==> src/rtl/pipelined_addsub.sv <==
// Pipelined add/subtract unit with carry chain split into STAGES slices.
// Latency: beat accepted at edge n shows out_valid after edge n+STAGES.
// Backpressure: global stall; whole pipe holds while out_valid && !out_ready.
//
// Ports:
//   clk, rst          clock, synchronous active-high reset
//   in_valid/in_ready operand handshake (a, b, cin, sub)
//   out_valid/out_ready result handshake (sum, cout, ovf, zero)
module pipelined_addsub #(
  parameter int WIDTH  = 32,
  parameter int STAGES = 4
) (
  input  logic             clk,
  input  logic             rst,
  input  logic             in_valid,
  output logic             in_ready,
  input  logic [WIDTH-1:0] a,
  input  logic [WIDTH-1:0] b,
  input  logic             cin,
  input  logic             sub,
  output logic             out_valid,
  input  logic             out_ready,
  output logic [WIDTH-1:0] sum,
  output logic             cout,
  output logic             ovf,
  output logic             zero
);

  localparam int S = WIDTH / STAGES;
  localparam int L = STAGES - 1;

  // Level j holds a beat with j slices already resolved. Level 0 is the
  // conditioned operand register loaded at accept; the slice j adder sits
  // between level j and level j+1 (or the output register for j = L).
  logic [STAGES-1:0]            vld_r;
  logic [STAGES-1:0][WIDTH-1:0] a_r;
  logic [STAGES-1:0][WIDTH-1:0] b_r;   // b already inverted for subtract
  logic [STAGES-1:0][WIDTH-1:0] s_r;   // lower finished sum bits
  logic [STAGES-1:0]            c_r;   // carry into the next slice

  logic [STAGES-1:0][WIDTH-1:0] s_n;
  logic [STAGES-1:0]            c_n;
  logic                         advance;
  logic                         ovf_n;

  assign advance  = ~out_valid | out_ready;
  assign in_ready = advance;

  always_comb begin
    logic [S:0] t;
    s_n = s_r;
    c_n = '0;
    t   = '0;
    for (int j = 0; j < STAGES; j++) begin
      t = {1'b0, a_r[j][j*S +: S]} + {1'b0, b_r[j][j*S +: S]} + {{S{1'b0}}, c_r[j]};
      s_n[j][j*S +: S] = t[S-1:0];
      c_n[j]           = t[S];
    end
  end

  // Signed overflow: operands agree in sign but the result does not.
  assign ovf_n = (a_r[L][WIDTH-1] == b_r[L][WIDTH-1]) &&
                 (s_n[L][WIDTH-1] != a_r[L][WIDTH-1]);

  always_ff @(posedge clk) begin
    if (rst) begin
      vld_r     <= '0;
      a_r       <= '0;
      b_r       <= '0;
      s_r       <= '0;
      c_r       <= '0;
      out_valid <= 1'b0;
      sum       <= '0;
      cout      <= 1'b0;
      ovf       <= 1'b0;
      zero      <= 1'b0;
    end else if (advance) begin
      // Operands are only sampled when in_ready is high.
      vld_r[0] <= in_valid;
      a_r[0]   <= a;
      b_r[0]   <= sub ? ~b : b;
      s_r[0]   <= '0;
      c_r[0]   <= sub | cin;
      for (int j = 1; j < STAGES; j++) begin
        vld_r[j] <= vld_r[j-1];
        a_r[j]   <= a_r[j-1];
        b_r[j]   <= b_r[j-1];
        s_r[j]   <= s_n[j-1];
        c_r[j]   <= c_n[j-1];
      end
      out_valid <= vld_r[L];
      sum       <= s_n[L];
      cout      <= c_n[L];
      ovf       <= ovf_n;
      zero      <= ~|s_n[L];
    end
  end

endmodule

==> config.mk <==
export PLATFORM = sky130hd
export DESIGN_NAME = pipelined_addsub
export DESIGN_NICKNAME = d
export VERILOG_FILES = /design/src/rtl/pipelined_addsub.sv
export SDC_FILE = /design/constraint.sdc
export NUM_CORES = 1
export LEC_CHECK = 0
export ABC_AREA = 1
export BUFFER_PORTS_ARGS = -buffer_cell sky130_fd_sc_hd__buf_2
export CORE_MARGIN = 1.5
export CORE_UTILIZATION = 40
export DETAILED_ROUTE_END_ITERATION = 10
export GPL_ROUTABILITY_DRIVEN = 1
export PLACE_DENSITY = 0.66
export SYNTH_ARGS = -nofsm -noshare
export SYNTH_HDL_FRONTEND = slang
export SYNTH_SLANG_ARGS = --single-unit
==> constraint.sdc <==
create_clock -name clk -period 1.6 [get_ports clk]
set_input_delay 0 -clock clk [delete_from_list [all_inputs] [get_ports clk]]
set_output_delay 0 -clock clk [all_outputs]
set_load 0.01 [all_outputs]
After elaboration in Yosys (flattened, before gate mapping):

Index checks and enable logic that the tools add are counted.

* add/subtract/negate cells: 8
* eq/ne operators: 2
* muxes and demuxes: 1
* bitwise logic cells: 4
* reductions and logical operators: 3

Operator list (count)
* $add 8x8->9: 4
* $add 9x1->9: 4
* $mux 32: 1
* $not 32->32: 1
* $reduce_or 32->1: 1
* $or 1x1->1: 2
* $eq 1x1->1: 1
* $logic_and 1x1->1: 1
* $logic_not 1->1: 1
* $ne 1x1->1: 1
* $not 1->1: 1

* bits in registers: 348
* logic and storage cells: 36

Logic depth before layout (Yosys ltp):

* word-level depth: 4
* gate-level depth with buffers: 13

Worst setup path after synthesis:

No wires, ideal clock.

* path kind: register -> register
* start point: reg a_r[120] in the netlist's numbering
* end point: reg zero
* setup time: 0.066 ns
* arrival: 1.737 ns
* path slack: -0.203 ns
* stages on the path, launching flop included: 14
* path buffers: 0
* cell sequence: dfxtp_1 fa_1 inv_1 fa_1 inv_1 nor2_1 nand2_1 nor2_1 nand2_1 nor2_1 nand2_1 nor2_1 nand3_1 a21oi_2

* longest elaborated chain between the ends: 4

RTL lines
* start, declared: line 36 `logic [STAGES-1:0][WIDTH-1:0] a_r;`
* start signal, assigned by index: line 86 `a_r[j] <= a_r[j-1];`
* $add 8x8->9: line 55 `t = {1'b0, a_r[j][j*S +: S]} + {1'b0, b_r[j][j*S +: S]} + {{S{1'b0}}, c_r[j]};`
* $add 9x1->9: line 55
* $reduce_or 32->1: line 95 `zero <= ~|s_n[L];`
* $logic_not 1->1: line 95
* end signal, assigned: line 95
* end, declared: line 26 `output logic zero`

No other way between the ends.
A chain may end at the register's enable or synchronous reset.

Final worst setup path:

* start point: reg c_r[3]
* end point: reg zero

* longest elaborated chain between the ends: 3

RTL lines
* start, declared: line 39 `logic [STAGES-1:0] c_r;`
* start signal, assigned by index: line 89 `c_r[j] <= c_n[j-1];`
* $add 9x1->9: line 55
* $reduce_or 32->1: line 95
* $logic_not 1->1: line 95

No other way between the ends.

==> flow_results.org <==
** Outcome
- Run status :: complete, but fails checks
- The checks that failed: setup timing.

** Die
- The initialized floorplan defines 58 standard-cell rows.
- The total area inside the core boundary comes to 25300 µm².
- The die is 164 µm wide.
- Starting density of the core :: 0.409
- Measured along the y axis, the die boundary spans 164 µm.
- Die Outline Area :: 26900 µm²
- IO Count :: 107

** Placed design
- Pre-CTS setup slack :: -298 ps
- Half-perimeter wire length after placement :: 14600 µm
- The placed instances occupy a cell area of 11400 µm².
- Input and output buffers added on the ports amount to 106.
- At the end of routability-driven placement, the weighted congestion stood at 0.884.

** Layout
- Final-layout fill cell count :: 2357
- In the final layout, flip-flops and latches occupy 5050 µm².
- The area growth from synthesis to layout is 30.5%.
- Footprint of the multi-input gates :: 4940 µm²
- The finished cells cover 13500 µm².
- Share of the core filled with cells :: 0.534
- Fraction of layout cells with a size suffix above 1 :: 0.188
- In the final design database the tool counted 1610 nets.
- The number of antenna diodes in the final layout is 0.

** STA
- Of the available clock period, the critical path in the final layout requires 1.18.
- Final TNS setup :: -1520 ps
- Setup repair after global routing could not meet its margin everywhere.
- The final count of pins violating max slew was 0.
- After layout, the minimum clock period comes to 1890 ps.
- Setup slack on the critical path of the routed design comes to -292 ps.
- On the final layout, the worst clock skew is 29.3 ps.
- Based on the critical path, the design can be clocked at up to 529 MHz.
- Transition time at the pin with the least slew margin :: 388 ps
- Slew Limit Headroom :: 0.739
- The number of failing hold endpoints at the final stage is 0.
- Endpoints failing setup :: 16

** Worst setup path
- Worst Setup End Kind :: flop
- Required time at the worst-slack endpoint :: 2090 ps
- Data arrives at the worst endpoint at 2380 ps.
- For the worst flop-to-flop path, the logic depth is 13.
- R2R Path Start :: c_r[3]
- In this run the worst path has a maximum fanout of 2.
- The worst setup path is launched from a flop.
- Critical Setup Path Class :: flop to flop
- The critical path starts at c_r[3].

** Synthesis
- The cell count after synthesis came out at 1327.
- Cell Area, Synth :: 10400 µm²
- Synthesized Nets :: 1433
- Number of synthesized register bits :: 252
- EDFF count, synth :: 0
- In the post-synthesis netlist, the cell with the most instances is sky130_fd_sc_hd__nor2_1.
- In the synthesized netlist, the cells that appear most often are sky130_fd_sc_hd__nor2_1, sky130_fd_sc_hd__dfxtp_1, sky130_fd_sc_hd__o21ai_0, sky130_fd_sc_hd__nand2_1, sky130_fd_sc_hd__a21oi_1.
- After synthesis, the share of flip-flops with an asynchronous set or reset is 0.
- Of the post-synthesis cell area, the dominant cell type holds 0.487.
- For this run, the leading register cell type out of synthesis is sky130_fd_sc_hd__dfxtp_1.
- Post-Syn Area per Cell :: 7.80 µm²
- Synth area leader :: sky130_fd_sc_hd__dfxtp_1
- Yosys printed 0 warnings.
- Yosys mapped the design onto 32 distinct sky130hd cell types.
- Sorting the synthesized cells by area gives the leading types as sky130_fd_sc_hd__dfxtp_1, sky130_fd_sc_hd__nor2_1, sky130_fd_sc_hd__o21ai_0.
- For this run, the register share of the synthesized area comes to 0.487.

** CTS
- Counting along the longest clock path gives a buffer depth of 3.
- The number of clock buffers added by TritonCTS is 27.
- In this run the number of H-tree levels came out at 1.
- TritonCTS built the clock tree.
- The tree built by TritonCTS fans out to 252 sinks.
- Clock-pin slew was measured on the worst setup and hold paths at 70 ps.
- The tree is rooted in a sky130_fd_sc_hd__clkbuf_16.
- For the worst-skew pair, the clock arrives at the later sink with an insertion delay of 540 ps.

** Pwr
- Total power per unit cell area :: 1070 nW/µm²
- Sequential share of power :: 0.476
- Cell internal power was estimated by the tool at 11.0 mW.
- Power after layout :: 14.5 mW
- The analysis attributes to cell leakage a power of 6.61 nW.
- Part of the total power dissipated in the clock network :: 0.423
- The worst-case IR drop observed on VDD is 0.688 mV.
- Combinational share of power :: 0.101
- The analysis attributes to net switching a power of 3.50 mW.
- Fraction of power spent switching nets :: 0.241

** Min path
- The min-delay analysis places its worst path in the category primary input to flop.
- Worst Min Path Start :: sub
- The worst hold path was traced through 4 stages.

** Global routing
- The number of antenna violations at the first check in global routing came to 0.
- For met3 alone, demand over resource in global routing was 0.0215.
- Leftover overflow at the end of global routing :: 0
- Routing usage on met2 :: 0.270
- Global-route total usage across every layer :: 0.172
- The via count of the first global-routing pass came to 8139.
- First-pass GRT wire length :: 38500 µm
- The layer flagged by global routing as most heavily used is met2.
- In the global route stage, met1 resource usage came out at 0.248.
- Entering global routing, the biggest net connects 75 pins.

** Routing
- DRC :: 0
- First-pass iteration count of the detailed router :: 5
- Per-cell routed wire length :: 13.0 µm
- The count of nets left with antenna violations once routing finished came out at 0.
- The detailed router finished its first iteration with 465 violations.
- Using the TritonRoute via totals, the vias-per-cell ratio works out to 4.80.
- The routed design has 24100 µm of wire.
- The detailed router placed 8897 vias in this run.

** Job
- Across the run, the number of max-cap violations was 0.
power by group through the flow:
stage               combinational (mW)  sequential, mW  clock (mW)
global route                      1.64            6.94        6.47
CTS                               1.39            6.89        6.25
finish                            1.46            6.90        6.13
floorplan                        0.832            6.98           0
detailed placement                1.23            7.02           0
global placement                  1.22            7.01           0
final timing paths:
kind,endpoint,slack (ps)
worst max-delay path,zero,-290
worst min-delay path,c_r[0],10
worst max register to register,zero,-290
worst min register to register,a_r[0],470
kinds of logic after synthesis:
family,after synthesis,share of synthesized area
adder cells (fa/ha/maj),36,0.0493
buffers and inverters,153,0.0616
AND/OR/NAND/NOR,487,0.185
flip-flops,252,0.487
XOR/XNOR,48,0.0406
AO/OA/AOI/OAI,351,0.177
layer usage:
layer | vias to the layer above | part of all wire
met5 | - | 0
met4 | 0 | 0.021
met3 | 35 | 0.036
met2 | 148 | 0.43
met1 | 4019 | 0.52
li1 | 4695 | -
cell usage in the layout (no fill, tap or decap), types with 7 or more instances in the layout:
master                            n
sky130_fd_sc_hd__buf_4           36
sky130_fd_sc_hd__nand4_1          8
sky130_fd_sc_hd__nand2_2          9
sky130_fd_sc_hd__nor2_1         368
sky130_fd_sc_hd__nand3_2          8
sky130_fd_sc_hd__dfxtp_1        244
sky130_fd_sc_hd__dfxtp_2          8
sky130_fd_sc_hd__dlygate4sd3_1   67
sky130_fd_sc_hd__a21oi_1         68
sky130_fd_sc_hd__inv_1           50
sky130_fd_sc_hd__o21ai_0        198
sky130_fd_sc_hd__ha_1            19
sky130_fd_sc_hd__clkbuf_16       31
sky130_fd_sc_hd__nand2_1         69
sky130_fd_sc_hd__buf_12           8
sky130_fd_sc_hd__fa_2             7
sky130_fd_sc_hd__o21bai_1        16
sky130_fd_sc_hd__clkinv_2         7
sky130_fd_sc_hd__buf_2          105
sky130_fd_sc_hd__xnor2_1         40
sky130_fd_sc_hd__clkbuf_8         7
sky130_fd_sc_hd__nand3_1         13
sky130_fd_sc_hd__o21ai_1         47
sky130_fd_sc_hd__inv_2           13
worst max-delay path: stages, from the launching register on:
cell and delay (ps):
sky130_fd_sc_hd__dfxtp_2 340, sky130_fd_sc_hd__fa_2 220, sky130_fd_sc_hd__inv_2 40, sky130_fd_sc_hd__fa_1 490, sky130_fd_sc_hd__inv_1 40, sky130_fd_sc_hd__nor2_1 70, sky130_fd_sc_hd__nand2_1 50, sky130_fd_sc_hd__nor2_1 80
sky130_fd_sc_hd__nand2_1 50, sky130_fd_sc_hd__nor2_1 100, sky130_fd_sc_hd__nand2_1 50, sky130_fd_sc_hd__nor2_1 100, sky130_fd_sc_hd__nand3_1 90, sky130_fd_sc_hd__a21oi_2 110
state kept, by name (all words and copies together) (netlist names):
| signal | cells |
|---|---|
| cout | 1 |
| s_n | 48 |
| sum | 32 |
| vld_r | 4 |
| c_r | 4 |
| zero | 1 |
| a_r | 80 |
| out_valid | 1 |
| ovf | 1 |
| b_r | 80 |
metrics by stage:
step,hold slack (ps),cells
after global placement,243,1719
after detailed placement,241,1719
after CTS,3.37,1844
after floorplan,62.4,1327
after global routing,65.9,1855
final,11.3,1855
area by class of cell:
cell class / instances / share of cell area
Tap cell: 330 / 0.0305
Timing Repair Buffer: 232 / 0.144
Timing Repair inverter: 1 / 0.000463
Sequential cell: 252 / 0.374
Clock buffer: 39 / 0.0585
Clock inverter: 11 / 0.00694
Inverter: 68 / 0.0198
Multi-Input combinational cell: 922 / 0.366
repair_timing:
action / 4_1_cts / 5_1_grt
setup endpoints to repair: 16 / 145
gates resized for setup: 18 / 60
buffers inserted: 6 / 7
pin swaps: 13 / 25
hold endpoints to repair: 69 / 0
cloned: 2 / 4
hold buffers: 67 / 0
Note: power is estimated with default switching activity, not from simulation.
